<file path="config.mk">
export PLATFORM = sky130hd
export DESIGN_NAME = decrypt
export DESIGN_NICKNAME = d
export VERILOG_FILES = /design/src/rtl/decrypt.sv
export SDC_FILE = /design/constraint.sdc
export NUM_CORES = 1
export LEC_CHECK = 0
export ABC_AREA = 1
export BUFFER_PORTS_ARGS = -buffer_cell sky130_fd_sc_hd__buf_2
export CORE_AREA = 2 2 347 349
export CTS_BUF_LIST = sky130_fd_sc_hd__clkbuf_8
export CTS_CLUSTER_DIAMETER = 120
export CTS_CLUSTER_SIZE = 20
export DETAILED_ROUTE_END_ITERATION = 16
export DIE_AREA = 0 0 349 351
export SETUP_SLACK_MARGIN = 0.05
export SLEW_MARGIN = 15
export SYNTH_ARGS = -nofsm -noshare
export SYNTH_HDL_FRONTEND = slang
export SYNTH_SLANG_ARGS = --single-unit
</file>
<file path="constraint.sdc">
create_clock -name clk -period 5.3 [get_ports clk]
set_input_delay 1.06 -clock clk [delete_from_list [all_inputs] [get_ports clk]]
set_output_delay 1.06 -clock clk [all_outputs]
set_load 0.01 [all_outputs]
</file>
<file path="src/rtl/decrypt.sv">
`default_nettype none
// ============================================================================
// Module : decrypt
// Brief  : Iterative DES (FIPS 46-3) decryption core, one Feistel round per clock.
// Rev    : 1.0  initial release
// ============================================================================

module decrypt (
    input  logic        clk,
    input  logic        rst,
    input  logic        start,
    input  logic [1:64] cip_text1,
    input  logic [1:48] key1,
    input  logic [1:48] key2,
    input  logic [1:48] key3,
    input  logic [1:48] key4,
    input  logic [1:48] key5,
    input  logic [1:48] key6,
    input  logic [1:48] key7,
    input  logic [1:48] key8,
    input  logic [1:48] key9,
    input  logic [1:48] key10,
    input  logic [1:48] key11,
    input  logic [1:48] key12,
    input  logic [1:48] key13,
    input  logic [1:48] key14,
    input  logic [1:48] key15,
    input  logic [1:48] key16,
    output logic [1:64] cip_text2,
    output logic        busy,
    output logic        done
);

    localparam logic [0:0] c_idle = 1'b0;
    localparam logic [0:0] c_run  = 1'b1;

    localparam int c_ip [64] = '{
        58, 50, 42, 34, 26, 18, 10, 2, 60, 52, 44, 36, 28, 20, 12, 4,
        62, 54, 46, 38, 30, 22, 14, 6, 64, 56, 48, 40, 32, 24, 16, 8,
        57, 49, 41, 33, 25, 17,  9, 1, 59, 51, 43, 35, 27, 19, 11, 3,
        61, 53, 45, 37, 29, 21, 13, 5, 63, 55, 47, 39, 31, 23, 15, 7};
    localparam int c_fp [64] = '{
        40, 8, 48, 16, 56, 24, 64, 32, 39, 7, 47, 15, 55, 23, 63, 31,
        38, 6, 46, 14, 54, 22, 62, 30, 37, 5, 45, 13, 53, 21, 61, 29,
        36, 4, 44, 12, 52, 20, 60, 28, 35, 3, 43, 11, 51, 19, 59, 27,
        34, 2, 42, 10, 50, 18, 58, 26, 33, 1, 41,  9, 49, 17, 57, 25};
    localparam int c_e [48] = '{
        32,  1,  2,  3,  4,  5,  4,  5,  6,  7,  8,  9,
         8,  9, 10, 11, 12, 13, 12, 13, 14, 15, 16, 17,
        16, 17, 18, 19, 20, 21, 20, 21, 22, 23, 24, 25,
        24, 25, 26, 27, 28, 29, 28, 29, 30, 31, 32,  1};
    localparam int c_p [32] = '{
        16,  7, 20, 21, 29, 12, 28, 17,  1, 15, 23, 26,  5, 18, 31, 10,
         2,  8, 24, 14, 32, 27,  3,  9, 19, 13, 30,  6, 22, 11,  4, 25};
    // Each S-box is stored row-major: entry index = {b1, b6, b2..b5}.
    localparam int c_sbox [8][64] = '{
        '{14,  4, 13,  1,  2, 15, 11,  8,  3, 10,  6, 12,  5,  9,  0,  7,
           0, 15,  7,  4, 14,  2, 13,  1, 10,  6, 12, 11,  9,  5,  3,  8,
           4,  1, 14,  8, 13,  6,  2, 11, 15, 12,  9,  7,  3, 10,  5,  0,
          15, 12,  8,  2,  4,  9,  1,  7,  5, 11,  3, 14, 10,  0,  6, 13},
        '{15,  1,  8, 14,  6, 11,  3,  4,  9,  7,  2, 13, 12,  0,  5, 10,
           3, 13,  4,  7, 15,  2,  8, 14, 12,  0,  1, 10,  6,  9, 11,  5,
           0, 14,  7, 11, 10,  4, 13,  1,  5,  8, 12,  6,  9,  3,  2, 15,
          13,  8, 10,  1,  3, 15,  4,  2, 11,  6,  7, 12,  0,  5, 14,  9},
        '{10,  0,  9, 14,  6,  3, 15,  5,  1, 13, 12,  7, 11,  4,  2,  8,
          13,  7,  0,  9,  3,  4,  6, 10,  2,  8,  5, 14, 12, 11, 15,  1,
          13,  6,  4,  9,  8, 15,  3,  0, 11,  1,  2, 12,  5, 10, 14,  7,
           1, 10, 13,  0,  6,  9,  8,  7,  4, 15, 14,  3, 11,  5,  2, 12},
        '{ 7, 13, 14,  3,  0,  6,  9, 10,  1,  2,  8,  5, 11, 12,  4, 15,
          13,  8, 11,  5,  6, 15,  0,  3,  4,  7,  2, 12,  1, 10, 14,  9,
          10,  6,  9,  0, 12, 11,  7, 13, 15,  1,  3, 14,  5,  2,  8,  4,
           3, 15,  0,  6, 10,  1, 13,  8,  9,  4,  5, 11, 12,  7,  2, 14},
        '{ 2, 12,  4,  1,  7, 10, 11,  6,  8,  5,  3, 15, 13,  0, 14,  9,
          14, 11,  2, 12,  4,  7, 13,  1,  5,  0, 15, 10,  3,  9,  8,  6,
           4,  2,  1, 11, 10, 13,  7,  8, 15,  9, 12,  5,  6,  3,  0, 14,
          11,  8, 12,  7,  1, 14,  2, 13,  6, 15,  0,  9, 10,  4,  5,  3},
        '{12,  1, 10, 15,  9,  2,  6,  8,  0, 13,  3,  4, 14,  7,  5, 11,
          10, 15,  4,  2,  7, 12,  9,  5,  6,  1, 13, 14,  0, 11,  3,  8,
           9, 14, 15,  5,  2,  8, 12,  3,  7,  0,  4, 10,  1, 13, 11,  6,
           4,  3,  2, 12,  9,  5, 15, 10, 11, 14,  1,  7,  6,  0,  8, 13},
        '{ 4, 11,  2, 14, 15,  0,  8, 13,  3, 12,  9,  7,  5, 10,  6,  1,
          13,  0, 11,  7,  4,  9,  1, 10, 14,  3,  5, 12,  2, 15,  8,  6,
           1,  4, 11, 13, 12,  3,  7, 14, 10, 15,  6,  8,  0,  5,  9,  2,
           6, 11, 13,  8,  1,  4, 10,  7,  9,  5,  0, 15, 14,  2,  3, 12},
        '{13,  2,  8,  4,  6, 15, 11,  1, 10,  9,  3, 14,  5,  0, 12,  7,
           1, 15, 13,  8, 10,  3,  7,  4, 12,  5,  6, 11,  0, 14,  9,  2,
           7, 11,  4,  1,  9, 12, 14,  2,  0,  6, 10, 13, 15,  3,  5,  8,
           2,  1, 14,  7,  4, 10,  8, 13, 15, 12,  9,  0,  3,  5,  6, 11}};

    function automatic logic [1:64] f_ip(input logic [1:64] x);
        logic [1:64] y;
        for (int i = 0; i < 64; i++) y[i+1] = x[c_ip[i]];
        return y;
    endfunction

    function automatic logic [1:64] f_fp(input logic [1:64] x);
        logic [1:64] y;
        for (int i = 0; i < 64; i++) y[i+1] = x[c_fp[i]];
        return y;
    endfunction

    function automatic logic [1:32] f_feistel(input logic [1:32] r, input logic [1:48] k);
        logic [1:48] x;
        logic [1:32] s;
        logic [1:32] p;
        logic [5:0]  six;
        for (int i = 0; i < 48; i++) x[i+1] = r[c_e[i]];
        x = x ^ k;
        for (int b = 0; b < 8; b++) begin
            six = x[6*b+1 +: 6];
            s[4*b+1 +: 4] = 4'(c_sbox[b][{six[5], six[0], six[4:1]}]);
        end
        for (int i = 0; i < 32; i++) p[i+1] = s[c_p[i]];
        return p;
    endfunction

    logic [0:0]  state_q, state_d;
    logic [3:0]  cnt_q, cnt_d;
    logic [1:32] l_q, l_d;
    logic [1:32] r_q, r_d;
    logic [1:64] cip_text2_q, cip_text2_d;
    logic        busy_q, busy_d;
    logic        done_q, done_d;

    logic [1:48] w_keys [16];
    logic [1:48] w_key;
    logic [1:64] w_ip;
    logic [1:32] w_r_next;

    assign w_keys = '{key1, key2, key3, key4, key5, key6, key7, key8,
                      key9, key10, key11, key12, key13, key14, key15, key16};
    // Round cnt+1 uses K(16-cnt): the schedule is walked backwards.
    assign w_key    = w_keys[4'd15 - cnt_q];
    assign w_ip     = f_ip(cip_text1);
    assign w_r_next = l_q ^ f_feistel(r_q, w_key);

    always_comb begin
        state_d     = state_q;
        cnt_d       = cnt_q;
        l_d         = l_q;
        r_d         = r_q;
        cip_text2_d = cip_text2_q;
        busy_d      = busy_q;
        done_d      = 1'b0;
        case (state_q)
            c_idle: begin
                if (start) begin
                    l_d     = w_ip[1:32];
                    r_d     = w_ip[33:64];
                    cnt_d   = 4'd0;
                    busy_d  = 1'b1;
                    state_d = c_run;
                end
            end
            c_run: begin
                l_d   = r_q;
                r_d   = w_r_next;
                cnt_d = cnt_q + 4'd1;
                if (cnt_q == 4'd15) begin
                    cip_text2_d = f_fp({w_r_next, r_q});
                    done_d      = 1'b1;
                    busy_d      = 1'b0;
                    state_d     = c_idle;
                end
            end
            default: state_d = c_idle;
        endcase
    end

    always_ff @(posedge clk) begin
        if (rst) begin
            state_q     <= c_idle;
            cnt_q       <= 4'd0;
            l_q         <= 32'h0;
            r_q         <= 32'h0;
            cip_text2_q <= 64'h0;
            busy_q      <= 1'b0;
            done_q      <= 1'b0;
        end else begin
            state_q     <= state_d;
            cnt_q       <= cnt_d;
            l_q         <= l_d;
            r_q         <= r_d;
            cip_text2_q <= cip_text2_d;
            busy_q      <= busy_d;
            done_q      <= done_d;
        end
    end

    assign cip_text2 = cip_text2_q;
    assign busy      = busy_q;
    assign done      = done_q;

endmodule

`default_nettype wire

</file>
==> results.md <==
- GP Congestion: 1.02
- DRC Markers: 0
- Crit path DAT: 4920 ps
- Share of cells above drive strength 1: 24.7%
- Synth warn: 0
- Initial DRC count: 2986
- CP bufs+invs: 3
- Setup slack after layout: 848 ps
- Hold Crit Class: reg2reg
- RR Endpoint: r_q[4]
- Leak: 13.2 nW
- Final hold violation count: 0
- Fin area: 25300 µm²
- NetSw: 3.14 mW
- Crit-path slowest cell: o21ai_0
- Slew Limit Fails: 0
- Drt wl/cell: 24.0 µm
- Synth area leaders: nand2_1, nand3_1, dfxtp_1, nor2_1, o21ai_0
- Worst path max stage delay: 650 ps
- Syn avg cell area: 5.24 µm²
- TNS Setup: 0 ps
- Endpoints failing setup: 0
- Net Sw Frac: 53.4%
- Max Cap Violations: 0
- Final Cycle Share: 84.0%
- Hold Crit Depth: 2
- Clock Power Share: 17.5%
- Hold buffers post-CTS: 0
- Skew final: 18.4 ps
- Syn Nets: 4543
- TritonCTS clock tree: built
- First-pass GRT wire length: 195 mm
- DP Wirelength: 122 mm
- Clock latency at the later pin of the worst-skew pair: 560 ps
- CP cell instances: inv_6 > o21ai_0 > o21ai_0 > nand2_1 > nand2_1 > inv_1 > nand2_1 > nand2_1 > nand2_2 > ha_1 > inv_1 > nand2_1 > nand2_1 > nand2_1 > nand3_1 > nand3_1 > nand3_1 > nand3_1 > a21oi_1
- Ys async rst share: 0%
- Dpl cell area: 24800 µm²
- GRT overflow: 0
- Beginning of the worst hold path: cip_text2[22]
- Area leader, netlist: nand2_1
- Minimum clock period: 4450 ps
- GRT Overall Usage: 22.6%
- Max VDD drop: 0.000133 V
- Num rows: 127
- DP Worst Slack: 916 ps
- Die height: 351 µm
- Post-CTS Setup Inserts: 0
- Critical Path Source: cnt_q[1]
- CTS Buf Count: 17
- Combinational power share: 62.4%
- R2R Path Start: cnt_q[1]
- Top FF cell, synth: dfxtp_1
- Status: complete, no violations
- Largest net degree at the start of global routing: 117
- Power per cell area: 233 nW/µm²
- Synthesized instance count: 3662
- Routed vias: 28400
- Port Buffers: 900
- Cts repair resizes: 0
- H-tree levels: 4
- Crit start category: register
- WL final: 145 mm
- RSZ-0062 raised after global routing: no
- Nets@finish: 5300
- Worst EP required: 5770 ps
- Yosys cell types: 38
- Share of the synthesized area in the top cell type: 21.6%
- Initial antenna violation count: 84
- Pwr Total: 5.89 mW
- Critical path class: reg2reg
- Sink Count: 135
- Slew @ Worst Pin: 1010 ps
- Yosys reg bits: 135
- Endpoint, Worst Hold: cip_text2[22]
- Core area: 119000 µm²
- Root buf cell: clkbuf_8
- Synth-to-layout area growth: 32.0%
- Internal power: 2.74 mW
- DIE WIDTH: 349 µm
- Flop2flop setup slack: 850 ps
- Slew headroom: 32.7%
- EDFF count, synth: 0
- Worst reg2reg path depth: 19
- Vias in the first global route: 26400
- CP Capture Type: register
- Top Family by Delay on Critical Path: compound AO/OA/AOI/OAI gates
- Synth Cell Area: 19200 µm²
- Router iterations before antenna repair: 6
- Ports: 901
- Critical path peak fanout: 64
- Vias per cell: 4.71
- Seq/Total Area, Yosys: 14.1%
- Max Freq: 225 MHz
- Most used cell, CP: nand2_1
- Initial Util: 16.1%
- Die footprint: 122000 µm²
- Flop pwr share: 20.0%
- Max clock buf depth: 2
- Number of fill cells: 14000
- CTS clk-pin slew, worst paths: 100 ps
- Post-route ant nets: 0
[cell families (layout without fill, tap and decap cells)]
kind of cell,Yosys count,in the layout,share of synthesized area [%]
other,0,44,0
AOI/OAI and AO/OA,601,601,17.3
DFF,135,135,14.1
buffers and inverters,558,1328,14.0
adders and majority gates,46,46,3.00
and+or+nand+nor,2308,2308,50.2
xor gates and xnor gates,14,14,1.44
[placed cells by master (no fill, tap or decap), types with 4 or more instances in the layout]
cell | netlist | layout
o21ai_0 | 358 | 358
xor2_4 | 5 | 5
inv_2 | 24 | 28
nand3_2 | 7 | 7
o221ai_1 | 22 | 22
nor2_1 | 536 | 534
xor2_2 | 8 | 8
a21oi_1 | 42 | 42
o31ai_1 | 18 | 18
inv_1 | 309 | 305
buf_4 | 48 | 56
nor2_4 | 2 | 4
inv_6 | 1 | 4
buf_12 | 0 | 5
dfxtp_1 | 135 | 132
ha_1 | 46 | 46
o211ai_1 | 46 | 46
clkbuf_8 | 0 | 17
nand3_1 | 608 | 608
nand2_1 | 1104 | 1104
o22ai_1 | 37 | 37
bufinv_16 | 0 | 4
diode_2 | 0 | 44
nand2_2 | 42 | 42
o21ai_1 | 74 | 74
buf_2 | 69 | 899
[sequential cells by signal (all words and copies together), names as in the netlist]
name,cells
busy,1
cip_text2,64
cnt_q,4
done,1
l_q,32
r_q,32
state_q,1
[power groups by stage]
stage                     clock, mW  sequential, mW  combinational (mW)
after detailed placement          0            1.20                3.62
after global routing           1.08            1.18                4.09
after global placement            0            1.20                3.64
after floorplan                   0            1.14                2.42
final                          1.03            1.18                3.68
after CTS                      1.05            1.18                3.63
[synth_stat cells, types with 24 or more instances]
cell,count
a21oi_1,42
buf_2,69
buf_4,48
buf_6,40
clkbuf_1,50
dfxtp_1,135
ha_1,46
inv_1,309
inv_2,24
nand2_1,1104
nand2_2,42
nand3_1,608
nor2_1,536
o211ai_1,46
o21ai_0,358
o21ai_1,74
o22ai_1,37
[worst min-delay path, stage by stage (launching register included)]
cell     delay [ps]
dfxtp_1         320
nand2_1          60
nand2_1          40
[final cells by class]
cell class,count,area (µm²),area share [%]
diodes,44,110,0.435
clock buffers,17,234,0.925
clock inverters,15,200,0.791
inverters,336,1280,5.05
multi-input cells,2969,13800,54.6
flip-flops and latches,135,2710,10.7
well taps,1548,1940,7.66
repair buffers,960,5020,19.8
[how the worst max path moves through the flow]
stage / cells after the start / to
6_report: 19 / r_q[4]
5_1_grt: 19 / r_q[4]
4_1_cts: 19 / r_q[4]
3_5_place_dp: 19 / r_q[4]
3_3_place_gp: 18 / r_q[4]
2_1_floorplan: 22 / r_q[2]
[stage by stage]
step	cells	hold slack [ps]	util [%]
floorplan	3662	470	-
global placement	5948	435	20.8
detailed placement	5948	434	20.8
CTS	5980	456	21.2
global route	5999	471	21.2
finish	6024	454	21.3
[routing by layer]
metal / track usage [%] / vias to the layer above / wire length (µm)
li1: - / 13400 / -
met1: 26.3 / 13100 / 56300
met4: 12.0 / 56 / 7990
met5: 0 / - / 342
met3: 7.94 / 285 / 15700
met2: 36.3 / 1468 / 64400
Power figures use the tool's default switching activity.
